==> config.mk <==
export PLATFORM = sky130hd
export DESIGN_NAME = adc_spi_master
export DESIGN_NICKNAME = d
export VERILOG_FILES = /design/src/rtl/adc_pkg.sv /design/src/rtl/sample_rate_tick.sv /design/src/rtl/adc_spi_master.sv
export SDC_FILE = /design/constraint.sdc
export NUM_CORES = 1
export LEC_CHECK = 0
export ABC_AREA = 1
export CAP_MARGIN = 20
export CORE_ASPECT_RATIO = 0.75
export CORE_MARGIN = 2
export CORE_UTILIZATION = 45
export DETAILED_ROUTE_END_ITERATION = 8
export PLACE_DENSITY_LB_ADDON = 0.12
export SLEW_MARGIN = 20
export SYNTH_ARGS = -nofsm -noshare
export SYNTH_HDL_FRONTEND = slang
export SYNTH_SLANG_ARGS = --single-unit
==> constraint.sdc <==
create_clock -name clk -period 2.1 [get_ports clk]
set_clock_uncertainty 0.1 [all_clocks]
set_input_delay 0.63 -clock clk [delete_from_list [all_inputs] [get_ports clk]]
set_output_delay 0.63 -clock clk [all_outputs]
set_load 0.02 [all_outputs]
==> src/rtl/adc_pkg.sv <==
// adc_pkg: shared FSM encoding and frame constants for the ADC serial link.
package adc_pkg;
  typedef enum logic [2:0] {IDLE, SETUP, SHIFT, HOLD, GUARD} state_t;
  localparam int N_SCLK = 16;
  localparam int ADC_BITS = 12;
  function automatic int max3(input int a, input int b, input int c);
    return a > b ? (a > c ? a : c) : (b > c ? b : c);
  endfunction
endpackage

==> src/rtl/sample_rate_tick.sv <==
// sample_rate_tick: free-running 0..PERIOD-1 counter with a tick on the last count.
module sample_rate_tick #(
  parameter int PERIOD = 2268
) (
  input  logic clk,
  input  logic rst,
  output logic tick
);
  localparam int W = PERIOD > 1 ? $clog2(PERIOD) : 1;
  logic [W-1:0] count;
  assign tick = count == W'(PERIOD - 1);
  always_ff @(posedge clk)
    count <= (rst || tick) ? '0 : count + W'(1);
endmodule

==> src/rtl/adc_spi_master.sv <==
// adc_spi_master: cs/sclk/rx_en timing generator launching one 16-clock frame per sample period.
module adc_spi_master
  import adc_pkg::*;
#(
  parameter int CLK_DIV     = 4,
  parameter int CS_SETUP    = 4,
  parameter int PERIOD      = 2268,
  parameter int CS_HIGH_MIN = 16
) (
  input  logic clk,
  input  logic rst,
  input  logic en,
  output logic cs,
  output logic sclk,
  output logic rx_en,
  output logic frame_start_tick,
  output logic frame_end_tick,
  output logic busy,
  output logic missed_tick
);
  localparam int PMAX = max3(CS_SETUP, CLK_DIV, CS_HIGH_MIN);
  localparam int PW = PMAX > 1 ? $clog2(PMAX) : 1;
  state_t state;
  logic [PW-1:0] phase;
  logic [4:0] edges;
  logic tick;
  sample_rate_tick #(.PERIOD(PERIOD)) u_tick (.clk(clk), .rst(rst), .tick(tick));
  always_ff @(posedge clk) begin
    if (rst) begin
      state <= IDLE;
      cs <= 1'b1;
      sclk <= 1'b1;
      busy <= 1'b0;
      rx_en <= 1'b0;
      frame_start_tick <= 1'b0;
      frame_end_tick <= 1'b0;
      missed_tick <= 1'b0;
      phase <= '0;
      edges <= '0;
    end else begin
      rx_en <= en;
      frame_start_tick <= 1'b0;
      frame_end_tick <= 1'b0;
      missed_tick <= tick && state != IDLE;
      case (state)
        IDLE:
          if (tick && en) begin
            state <= SETUP;
            cs <= 1'b0;
            busy <= 1'b1;
            frame_start_tick <= 1'b1;
            phase <= '0;
          end
        SETUP:
          if (phase == PW'(CS_SETUP - 1)) begin
            state <= SHIFT;
            sclk <= 1'b0;
            edges <= 5'd1;
            phase <= '0;
          end else phase <= phase + PW'(1);
        // edges counts falling edges; the frame ends after the high phase following the last fall
        SHIFT:
          if (phase == PW'(CLK_DIV - 1)) begin
            phase <= '0;
            if (!sclk) sclk <= 1'b1;
            else if (edges == 5'(N_SCLK)) state <= HOLD;
            else begin
              sclk <= 1'b0;
              edges <= edges + 5'd1;
            end
          end else phase <= phase + PW'(1);
        HOLD:
          if (phase == PW'(CLK_DIV - 1)) begin
            state <= GUARD;
            cs <= 1'b1;
            busy <= 1'b0;
            frame_end_tick <= 1'b1;
            phase <= '0;
          end else phase <= phase + PW'(1);
        GUARD:
          if (phase == PW'(CS_HIGH_MIN - 1)) begin
            state <= IDLE;
            phase <= '0;
          end else phase <= phase + PW'(1);
        default: state <= IDLE;
      endcase
    end
  end
endmodule

Word-level counts from Yosys, hierarchy flattened
Cells that the tools add are included.
{ "totals": {"output_inout_bits": 7, "regBits": 31, "latchBits": 0, "mem_count": 0, "mem_bits_rw": 0, "elab_cells": 77, "in_bits": 3, "mem_bits_ro": 0} }
{ "classes": {"reduce_logical": 16, "mul": 0, "mux": 29, "n_addsub": 3, "magnitude_cmp": 0, "bitwise_logic": 2, "shift": 0, "div_mod_pow": 0, "n_eq_ne": 16} }
{ "op_table": {"columns": ["op", "count"], "rows": [
  ["3-bit two-way mux", 7],
  ["5-bit two-way mux", 4],
  ["2-bit != test (second input constant)", 8],
  ["3-bit case mux with 5 select lines", 1],
  ["12-bit by 1-bit adder with 12-bit output (second input constant)", 1],
  ["12-bit == test (second input constant)", 1],
  ["4-bit two-way mux", 3],
  ["4-bit case mux with 3 select lines", 1],
  ["5-bit case mux with 2 select lines", 1],
  ["1-bit two-way mux", 9],
  ["7-bit AND reduction", 1],
  ["3-bit by 2-bit == test with 1-bit output (second input constant)", 2],
  ["1-bit case mux with 2 select lines", 3],
  ["3-bit AND reduction", 2],
  ["3-bit nonzero test", 2],
  ["5-bit by 1-bit adder with 5-bit output (second input constant)", 1],
  ["5-bit == test (second input constant)", 1],
  ["5-bit AND reduction", 1],
  ["4-bit by 1-bit adder with 4-bit output (second input constant)", 1],
  ["4-bit by 2-bit == test with 1-bit output (second input constant)", 1],
  ["4-bit == test (second input constant)", 1],
  ["2-bit nonzero test", 2],
  ["2-bit OR reduction", 2],
  ["3-bit by 1-bit == test with 1-bit output (second input constant)", 1],
  ["7 further kinds", 9]
]} }

Logic depth before layout (Yosys ltp)
{ "depth": {"word_depth": 5, "depth_mapped": 11, "ltp_nobuf": 11} }

Cells and area by module
Synthesis repeated with hierarchy kept, for this count alone.
{ "unflattened": {"cells_unflattened": 228, "area_unflattened_um2": 1632.8} }
{ "by_module_without_submodules": {"columns": ["module", "cells_per_inst", "area_per_inst_um2", "n_inst", "seq_area_each_um2"], "rows": [
  ["adc_spi_master", 146, 1042.2, 1, 380.4],
  ["sample_rate_tick", 82, 590.6, 1, 240.2]
]} }

Worst setup path before layout
OpenSTA, ideal clock, no wires.
{ "synth_timing": {"path_type": "input to register", "start": "input rst", "end": "register u_tick.count[10]", "path_slack_ns": 0.588, "arrival_time_ns": 1.293, "stages": 6, "setup_ns": 0.119, "t_required_ns": 1.881, "path_buffers": 1, "path_cell_list": "clkbuf_1 inv_1 nand2_2 inv_1 o21ai_0 a21oi_1"} }
{ "synth_via": {"elab_chain_cells": 1} }
{ "synth_lines": {"columns": ["item", "line", "source"], "rows": [
  ["start, declared", "adc_spi_master.sv:11", "input logic rst,"],
  ["1-bit logical OR", "sample_rate_tick.sv:13", "count <= (rst || tick) ? '0 : count + W'(1);"],
  ["end signal, assigned", "sample_rate_tick.sv:13", null],
  ["end, declared", "sample_rate_tick.sv:10", "logic [W-1:0] count;"]
]} }
No other way between the ends.
A chain may end at the register's enable or synchronous reset.

Final worst setup path
{ "layout_timing": {"start": "register sclk", "end": "output sclk"} }
{ "layout_rtl": {"columns": ["item", "line", "source"], "rows": [
  ["start, declared", "adc_spi_master.sv:14", "output logic sclk,"],
  ["start signal, assigned", "adc_spi_master.sv:32", "sclk <= 1'b1;"],
  ["start signal, assigned", "adc_spi_master.sv:57", "sclk <= 1'b0;"],
  ["start signal, assigned", "adc_spi_master.sv:65", "if (!sclk) sclk <= 1'b1;"]
]} }
No word-level cell between the ends.

==> metrics.yaml <==
timing:
  relSlewSlack: 0.797
  hold-worst-slack_ns: 0.361
  finalSetupTns_ns: 0
  hold_violations: 0
  maxSlewViolCount: 0
  finalCriticalPeriod_ns: 1.99
  fin_crit_sh: 0.950
  setup_viol: 0
  tightest_slew_ns: 0.303
  rsz0062_at_grt: "no"
  fmax_mhz: 501
clocking:
  cts.hold.buffers_added: 0
  post-cts-setup-buffers: 0
  cts_repair_resize_count: 0
  clockRootBuffer: "clkbuf_8"
  cts_buffer_depth: 2
  htree_levels: 2
  clk_pin_slew_ns: 0.06
  cts_buffers: 5
  insertion_delay_ns: 0.28
  cts_tree: "yes"
  clock-sinks: 31
drt:
  drt-vias-per-instance: 4.95
  wl_met2_mm: 1.31
  route.met3.wl_um: 92
  wirelength_met1_mm: 1.44
  wirelength_mm: 2.86
  wl_per_cell_um: 11.1
  first_pass_iters: 4
  first_iter_violations: 75
  drt_drc_violations_left: 0
  routed.top_layer: "met4"
  antenna_left: 0
  routed-via-count: 1281
floorplanning:
  row_count: 18
  io_pins: 10
  die_x_um: 71.2
  die_area_sq_mm: 0.00388
  core_area_sq_mm: 0.00327
  start_util: 0.467
  die_h_um: 54.4
yosys:
  synth_ff_type: "dfxtp_1"
  syn_nets: 210
  synth_edf_count: 0
  seq_area_frac_synth: 0.407
  synth.area.top_cells: "dfxtp_1 (41%), nand2_1 (11%), nor2_1 (6.2%), inv_1 (5.2%), a21oi_1 (4.6%)"
  synth_area_per_cell_sq_um: 7.51
  ys_async_sr_fraction: 0
  synth_area_sq_mm: 0.00153
  syn_inst: 203
  ys_ff_latch: 31
  yosys_warnings: 0
  synth_cell_type_count: 28
  synth_top_area_cell: "dfxtp_1"
  synth_top_cell_area_share: 0.407
worst_hold_path:
  hold_path.class: "flop to flop"
  min_from: "cs"
critical_path:
  criticalPathCategory: "flop to primary output"
  cp_max_fo: 4
  cpMaxStageDelayCell: "clkdlybuf4s50_1"
  cp_top_family: "buffers and inverters"
  crit_buf_inv: 1
  crit_chain: "clkdlybuf4s50_1"
  end_kind: "primary output"
  cp-start-kind: "flop"
  r2r-start: "u_tick.count[0]"
  cpPeakStageDelay_ns: 0.63
  worstPathRequired_ns: 1.37
  arrival_ns: 1.26
  worstSetupStartpoint: "sclk"
global_routing:
  globalRouteOverflowTotal: 0
  grt_max_degree: 16
  grt_pass1_wl_mm: 4.98
  grt_pass1_vias: 1187
  grt.total_usage: 0.171
  antenna_found_initial: 0
pwr:
  total_leakage_power_nw: 0.694
  powerDensity_mw_per_mm2: 778
  peakVddDrop_v: 0.000387
final_layout:
  area_growth_pct: 15.4
  drive_gt1_frac: 0.164
  most-common-layout-cells: "nand2_1 (44), dfxtp_1 (31), nor2_1 (25)"
  fin_nets: 226
  final_common_cell: "nand2_1"
  n_antenna_cell: 0
placement:
  gp_congestion: 0.807
  dp_hpwl_mm: 2.21
  portBuffers: 9
outcome:
  status: "finished clean"
job:
  drv_cap: 0
-- routing by layer --
| layer | GRT usage | vias to the layer above |
|---|---|---|
| li1 | - | 677 |
| met1 | 0.211 | 582 |
| met2 | 0.290 | 18 |
| met3 | 0.0516 | 4 |
| met4 | 0.0566 | 0 |
| met5 | 0 | - |
-- worst min-delay path, cell delays in order (launching register included) --
cell     delay (ns)
dfxtp_1        0.33
nand2_1        0.05
nand3_1        0.05
-- synth_stat cells, drive strengths merged, types with 3 or more instances --
cell,instances
o21ai,6
inv,25
xor2,6
nand2,51
ha,4
nand3,16
nand4,3
nor2,29
nor3,7
a21oi,17
dfxtp,31
-- stage by stage --
stage                     worst slack (ns)  std cells   util  total power [mW]  area [sq um]
after floorplan                      0.588        203      -             0.853          1530
after global placement               0.291        252  0.512             0.916          1670
after detailed placement             0.268        252  0.512             0.922          1670
after CTS                           0.0921        259  0.539              1.38          1760
after global routing                0.0631        259  0.539              1.45          1760
final                                0.105        259  0.539              1.37          1760
-- registers in the layout, summed over array words and instances (netlist names) --
| name | cells |
|---|---|
| missed_tick | 1 |
| phase | 4 |
| edges | 5 |
| rx_en | 1 |
| busy | 1 |
| cs | 1 |
| frame_end_tick | 1 |
| u_tick.count | 12 |
| frame_start_tick | 1 |
| state | 3 |
| sclk | 1 |
-- power by group --
part           total (mW)  internal (mW)  leakage (nW)  switching (mW)
Clock               0.462          0.257        0.0470           0.205
Sequential          0.653          0.622         0.251          0.0311
Combinational       0.255         0.0924         0.396           0.163
-- worst paths after layout --
| path | end | slack (ns) | depth (start not counted) |
|---|---|---|---|
| max | sclk | 0.11 | 1 |
| min | cs | 0.36 | 2 |
| max reg2reg | phase[1] | 0.49 | 8 |
| min reg2reg | cs | 0.36 | 2 |
-- cell type report --
type                            count  area (sq um)
Inverter                           27           106
Sequential cell                    31           621
Clock inverter                      1          5.00
Timing Repair Buffer               11           105
Multi-Input combinational cell    143           791
Tap cell                           40          50.0
Clock buffer                        6          82.6
Fill cell                         296          1510
-- kinds of logic after synthesis --
logic type | count (synthesis) | synth area share
xor gates and xnor gates | 8 | 0.0459
and+or+nand+nor | 107 | 0.347
DFF | 31 | 0.407
AOI/OAI and AO/OA | 24 | 0.0927
buffers and inverters | 29 | 0.0747
adders and majority gates | 4 | 0.0328
Power figures use the tool's default switching activity.
